`config.mk`:
```
export PLATFORM = sky130hd
export DESIGN_NAME = accumulator_signed_param
export DESIGN_NICKNAME = d
export VERILOG_FILES = /design/src/rtl/accumulator_signed_param.sv
export SDC_FILE = /design/constraint.sdc
export NUM_CORES = 1
export LEC_CHECK = 0
export CORE_MARGIN = 4
export CORE_UTILIZATION = 54
export DETAILED_ROUTE_END_ITERATION = 7
export PLACE_DENSITY = 0.86
export REMOVE_ABC_BUFFERS = 1
export SYNTH_ARGS = -nofsm -noshare
export SYNTH_HDL_FRONTEND = slang
export SYNTH_SLANG_ARGS = --single-unit
```
`constraint.sdc`:
```
create_clock -name clk -period 2.6 [get_ports clk]
set_clock_uncertainty 0.1 [all_clocks]
set_input_delay 0.39 -clock clk [delete_from_list [all_inputs] [get_ports clk]]
set_output_delay 0.39 -clock clk [all_outputs]
set_load 0.01 [all_outputs]
```
`src/rtl/accumulator_signed_param.sv`:
```
// rtl/accumulator_signed_param.sv - streaming signed frame accumulator with width-reduced result
//
// Sums ACC_LEN two's-complement samples per frame and emits one
// DATA_OUT_WIDTH result per frame through a valid/ready handshake.
//
// Optional feature macro: ACCUM_SATURATE_EN
//   defined   : with TAKE_MSB=0 the LSB slice clamps to the signed output range
//   undefined : the LSB slice wraps (plain truncation)
//
// Ports:
//   clk        rising-edge clock
//   rst        synchronous active-high reset
//   in_valid   data_in carries a sample
//   in_ready   block accepts a sample this cycle (registered)
//   data_in    signed sample, DATA_IN_WIDTH bits
//   flush      abort the current frame (ignored while a result is pending)
//   out_valid  data_out holds a frame result (registered)
//   out_ready  consumer takes the result
//   data_out   signed result, DATA_OUT_WIDTH bits (registered)
module accumulator_signed_param #(
  parameter int DATA_IN_WIDTH  = 8,
  parameter int DATA_OUT_WIDTH = 8,
  parameter int ACC_LEN        = 16,
  parameter int ACC_WIDTH      = DATA_IN_WIDTH + $clog2(ACC_LEN),
  parameter bit TAKE_MSB       = 1'b1
) (
  input  logic                             clk,
  input  logic                             rst,
  input  logic                             in_valid,
  output logic                             in_ready,
  input  logic signed [DATA_IN_WIDTH-1:0]  data_in,
  input  logic                             flush,
  output logic                             out_valid,
  input  logic                             out_ready,
  output logic signed [DATA_OUT_WIDTH-1:0] data_out
);

  localparam int CNT_W = $clog2(ACC_LEN);
  localparam logic [CNT_W-1:0] LAST_IDX = CNT_W'(ACC_LEN - 1);

  typedef enum logic {
    ACCUM = 1'b0,
    DONE  = 1'b1
  } state_t;

  state_t                      state;
  logic signed [ACC_WIDTH-1:0] acc;
  logic signed [ACC_WIDTH-1:0] sum;
  logic [CNT_W-1:0]            count;
  logic [DATA_OUT_WIDTH-1:0]   slice;
  logic                        accept;

  // Sign extension comes from the signed cast of data_in.
  always_comb begin
    sum = acc + ACC_WIDTH'(data_in);
  end

  assign accept = in_valid && in_ready;

`ifdef ACCUM_SATURATE_EN
  localparam logic [DATA_OUT_WIDTH-1:0] OUT_MAX = {1'b0, {(DATA_OUT_WIDTH-1){1'b1}}};
  localparam logic [DATA_OUT_WIDTH-1:0] OUT_MIN = {1'b1, {(DATA_OUT_WIDTH-1){1'b0}}};

  // The sum fits the output range exactly when every bit from the output
  // sign bit upward is a copy of the accumulator sign bit.
  logic [ACC_WIDTH-DATA_OUT_WIDTH:0] upper;
  logic                              fits;

  always_comb begin
    upper = sum[ACC_WIDTH-1:DATA_OUT_WIDTH-1];
    fits  = (&upper) || !(|upper);
    if (TAKE_MSB) begin
      slice = sum[ACC_WIDTH-1 -: DATA_OUT_WIDTH];
    end else if (fits) begin
      slice = sum[0 +: DATA_OUT_WIDTH];
    end else begin
      slice = sum[ACC_WIDTH-1] ? OUT_MIN : OUT_MAX;
    end
  end
`else
  always_comb begin
    if (TAKE_MSB) begin
      slice = sum[ACC_WIDTH-1 -: DATA_OUT_WIDTH];
    end else begin
      slice = sum[0 +: DATA_OUT_WIDTH];
    end
  end
`endif

  always_ff @(posedge clk) begin
    if (rst) begin
      state     <= ACCUM;
      acc       <= '0;
      count     <= '0;
      in_ready  <= 1'b1;
      out_valid <= 1'b0;
      data_out  <= '0;
    end else begin
      case (state)
        ACCUM: begin
          if (flush) begin
            // A sample arriving alongside flush is dropped with the frame.
            acc   <= '0;
            count <= '0;
          end else if (accept) begin
            if (count == LAST_IDX) begin
              data_out  <= slice;
              acc       <= '0;
              count     <= '0;
              in_ready  <= 1'b0;
              out_valid <= 1'b1;
              state     <= DONE;
            end else begin
              acc   <= sum;
              count <= count + 1'b1;
            end
          end
        end
        DONE: begin
          // Result is held until taken; flush cannot discard it.
          if (out_ready) begin
            in_ready  <= 1'b1;
            out_valid <= 1'b0;
            state     <= ACCUM;
          end
        end
        default: begin
          state     <= ACCUM;
          in_ready  <= 1'b1;
          out_valid <= 1'b0;
        end
      endcase
    end
  end

endmodule

```
==> qor.txt <==
vias in the first global route -> 1,455
remaining antenna violation count after routing -> 0
DR DRC count -> 0
DR pass1 iterations -> 4
clock-pin slew on the worst setup and hold paths -> 0.14 ns
Synth cell types -> 52
Power Total -> 782 µW
Data arrival, critical path -> 2.58 ns
Setup TNS -> 0 ns
Peak VDD IR -> 0.242 mV
Setup crit start -> data_in[0]
CTS root buf -> clkbuf_4
area of the core -> 2830 µm²
power per cell area -> 396 nW/µm²
leak pwr -> 0.772 nW
placed wire-length estimate -> 2870 µm
Sequential Power Share -> 55.1%
Tmin final -> 2.44 ns
Reg2Reg Depth -> 9
Syn Inst Count -> 185
slack of the critical path -> 0.159 ns
number of synthesized register bits -> 27
Hold Fails Final Rpt -> 0
Die ar. -> 3990 µm²
largest net degree at the start of global routing -> 15
largest area contributor in the netlist -> dfxtp_1
overall routing resource usage -> 19.0%
worst r2r dst -> acc[10]
Comb power frac -> 21.8%
NetSw -> 212 µW
top fanout value on the critical path -> 3
via density per instance -> 6.08
grt total ovfl -> 0
Setup CP Type -> input pin to register
Vias -> 1,489
Commonest cells post-synth -> dfxtp_1, nor2_1, a21oi_1
die width -> 63.2 µm
TritonCTS clock tree -> done
Setup crit start kind -> input pin
layout cell share with drive strength beyond 1 -> 11.2%
H-Tree Depth -> 1
worst-margin pin slew -> 0.563 ns
switch share -> 27.2%
Synth top area share -> 32.9%
Crit path max-delay family -> compound AO/OA/AOI/OAI gates
wire per inst -> 14.6 µm
reg2reg start -> acc[0]
pre-CTS setup slack -> -0.209 ns
data required time of the worst path -> 2.73 ns
Mapped Area -> 1640 µm²
crit path capture type -> register
Hold Path Class -> register to register
Post-synth EDFFs -> 0
post-synthesis sequential area ratio -> 32.9%
DRT iter0 DRCs -> 77
crit path cell chain -> clkdlybuf4s50_1 -> ha_1 -> inv_1 -> fa_1 -> nand2b_1 -> a21oi_1 -> o211ai_2 -> a21oi_1 -> o21ai_0 -> a32o_1
R2R setup slack -> 0.32 ns
Slowest Stage Delay on Critical Path -> 0.46 ns
Critical Path Sink -> acc[10]
DIE HEIGHT -> 63.2 µm
# diodes -> 0
Max Slew Vio Count -> 0
Post-synth ARST share -> 0%
CP most frequent cell -> a21oi_1
slowest CP cell -> clkdlybuf4s50_1
num ports -> 23
clock sinks -> 27
Max Cap Viol -> 0
IO buf count -> 22
setup violators final -> 0
initial antenna violation count -> 0
Max Root-Sink Buffers -> 2
CP Depth -> 10
Final GP Congestion -> 0.934
ranking of synthesized cells by area -> dfxtp_1, ha_1, a21oi_1
Worst Path Buf+Inv -> 2
CTS Buf Count -> 3
Initial Util -> 58.1%
# rows -> 19
Int Pwr -> 570 µW
first-pass GRT wire length -> 6290 µm
fmax -> 410 MHz
clk_lat worst skew -> 0.32 ns
Post-Route WL -> 3580 µm
cts repair resizes -> 0
yosys warns -> 0
synthesized area per cell -> 8.88 µm²
clock network fraction of total power -> 23.1%
RSZ-0062 raised after global routing -> false
top-count cell post-synth -> dfxtp_1
Post-CTS Repair Setup Buffers -> 0
Area growth, synth to finish -> 20.2%
Tcrit/Tclk final -> 93.9%
status -> finished clean
Post-CTS Hold Fix Bufs -> 0
Final Core Density -> 69.8%
relative slew slack -> 62.3%
prevailing post-synth register cell -> dfxtp_1
fin nets -> 241
-- tightest hold or removal path: cells and delay by family (launching register included) --
kind               cells  cell delay, ns
AOI/OAI and AO/OA      1            0.06
DFF                    1            0.34
and+or+nand+nor        1            0.05
-- flip-flops by register name, summed over array words and instances, names as in the netlist --
signal,count
data_out,8
count,4
state,1
in_ready,1
acc,12
out_valid,1
-- layout make-up --
| class | instances | area, µm² |
|---|---|---|
| well taps | 31 | 38.8 |
| inverters | 5 | 18.8 |
| multi-input cells | 146 | 1050 |
| flip-flops and latches | 27 | 541 |
| clock buffers | 4 | 26.3 |
| repair buffers | 32 | 295 |
| fillers | 219 | 855 |
-- through the flow --
step,hold WS (ns),cells,instance area [µm²]
after CTS,0.383,245,1970
after detailed placement,0.360,241,1950
after global routing,0.397,245,1970
after global placement,0.345,241,1950
after floorplan,0.324,178,1610
final,0.380,245,1970
-- power by group through the flow --
stage	logic, mW	registers, mW	clock network (mW)
after floorplan	0.108	0.438	0
after global placement	0.162	0.439	0
after detailed placement	0.169	0.440	0
after CTS	0.170	0.431	0.189
after global routing	0.188	0.432	0.205
final	0.171	0.431	0.181
-- per-layer routing --
metal | part of all wire (%) | global-route usage [%] | wire [µm] | vias to the layer above
li1 | - | - | - | 737
met1 | 44 | 24.0 | 1570 | 708
met2 | 51 | 32.5 | 1830 | 40
met3 | 3.8 | 2.66 | 136 | 4
met4 | 1.3 | 7.44 | 47 | 0
met5 | 0 | 0 | 0 | -
-- how the worst min path moves through the flow --
stage / from / end / cells after the start
detailed placement: data_out[2] / data_out[2] / 2
finish: data_out[0] / data_out[0] / 2
global route: acc[7] / acc[7] / 2
CTS: data_out[0] / data_out[0] / 2
floorplan: acc[7] / acc[7] / 2
global placement: data_out[4] / data_out[4] / 2
-- kinds of logic after synthesis --
group,after synthesis,share of synthesized area (%)
simple gates,73,25.1
flops,27,32.9
compound gates,53,24.1
xor+xnor,6,4.04
buf+inv,12,2.89
fa+ha+maj,13,10.4
mux,1,0.609
-- placed cells by master, fill, tap and decap left out, drive strengths merged, types with 7 or more instances in the layout --
cell            n
ha             12
nand2          15
a21oi          17
nand3           7
clkdlybuf4s50  22
buf            10
o21ai           7
nor2           21
dfxtp          27
(Power assumes the default switching activity.)
==> edit, RTL diff (same flow settings) <==
Change the parameter `ACC_LEN` from 16 to 32.
--- a/src/rtl/accumulator_signed_param.sv
+++ b/src/rtl/accumulator_signed_param.sv
@@ -22,3 +22,3 @@
   parameter int DATA_OUT_WIDTH = 8,
-  parameter int ACC_LEN        = 16,
+  parameter int ACC_LEN        = 32,
   parameter int ACC_WIDTH      = DATA_IN_WIDTH + $clog2(ACC_LEN),
Function: same outputs for any inputs over 10 cycles, from zero or initial values and one cycle with rst high; that may be too few to reach the edited logic, so the function may still have changed.
==> edit against the original RTL <==
Total power is 30% higher. Maximum frequency is 3.3% lower. Hold slack worse by 13 ps. Die area is 5.7% higher. Cell area is 17% higher. Sequential cell count is 2 higher. Worst setup slack worse by 83 ps. Register-to-register slack worse by 170 ps. Count of clock-buffer cells in the layout is 2 higher. Global-route usage is 3.7 points higher. Synthesized area is 6.5% higher. Cell count is 25% higher. Routed wire length is 25% higher.
==> edit: results <==
set metrics [dict create \
    cpPeakStageDelay_ps 410 \
    wl_per_cell_um 14.5 \
    dp_cells 299 \
    synth_commonest_cells "dfxtp_1 (29), nor2_1 (24), a21oi_1 (21), nand2_1 (19), ha_1 (14)" \
    ir_worst_vdd_mv 0.359 \
    cts.clk_slew.worst_paths_ps 100 \
    slew_headroom_pct 72.6 \
    fill_cells 232 \
    synth-compound-area-share_pct 26.7 \
    synth_area_leaders "dfxtp_1 (33%), ha_1 (10%), a21oi_1 (6.0%), nor2_1 (5.1%), nand2_1 (4.1%)" \
    first_iter_violations 142 \
    yosysUniqueCellTypes 48 \
    crit_start "data_in[2]" \
    outcome "finished, final reports clean" \
    drive_gt1_share_pct 20.2 \
    place_ws_ps -290 \
    grt_pass1_wl_um 7490 \
    crit_fanout 6 \
    track_usage_pct 22.8 \
    cts_made_buffers 5 \
    place_congestion 0.883 \
    htree_num_levels 2 \
    fin_nets 290 \
    yosys-mux-area-fraction_pct 0 \
    synth_fa_ha_area_share_pct 11.2 \
    fin_cells 307 \
    regToRegSetupSlack_ps 150 \
    p_leak_nw 0.983 \
    synth_cells 207 \
    synth-xor-area-share_pct 3.79 \
    vias 1775 \
]
-- edit: metrics by stage --
stage | TNS [ps] | instance area, µm²
after detailed placement | -1320 | 2250
final | 0 | 2310
after CTS | 0 | 2300
after global routing | 0 | 2310
after global placement | -1040 | 2250
after floorplan | 0 | 1710
-- edit: worst min-delay path, delay by kind of cell, from the launching register on --
| family | cells | cell delay [ps] |
|---|---|---|
| simple gates | 1 | 50 |
| compound gates | 1 | 50 |
| flops | 1 | 340 |
-- edit: where the power goes --
group	leakage [nW]	internal, mW	switching [mW]
clock	0.0320	0.103	0.163
combinational	0.716	0.146	0.137
sequential	0.236	0.460	0.0105
-- edit: per-layer routing --
layer  global-route usage (%)  wire, µm
met1                     29.7      2040
met2                     36.7      2050
met3                     5.89       284
met4                     6.86        83
met5                        0         0
-- edit: final cells by class --
type | count | share of cell area [%]
Clock buffer | 6 | 1.79
Clock inverter | 2 | 0.433
Inverter | 5 | 0.812
Multi-Input combinational cell | 165 | 48.3
Sequential cell | 29 | 25.1
Tap cell | 44 | 2.38
Timing Repair Buffer | 56 | 21.2
-- edit: logic make-up (layout without fill, tap and decap cells) --
| group | count (synthesis) | in the layout |
|---|---|---|
| AOI/OAI and AO/OA | 68 | 68 |
| xor gates and xnor gates | 6 | 6 |
| adders and majority gates | 15 | 15 |
| buffers and inverters | 13 | 69 |
| DFF | 29 | 29 |
| and+or+nand+nor | 76 | 76 |
-- edit: how the worst min path moves through the flow --
stage | from | slack, ps | end | cells after the start
2_1_floorplan | acc[10] | 320 | acc[10] | 2
3_3_place_gp | acc[9] | 340 | acc[9] | 2
3_5_place_dp | acc[9] | 350 | acc[9] | 2
4_1_cts | acc[9] | 370 | acc[9] | 2
5_1_grt | acc[0] | 400 | acc[0] | 2
6_report | acc[9] | 370 | acc[9] | 2
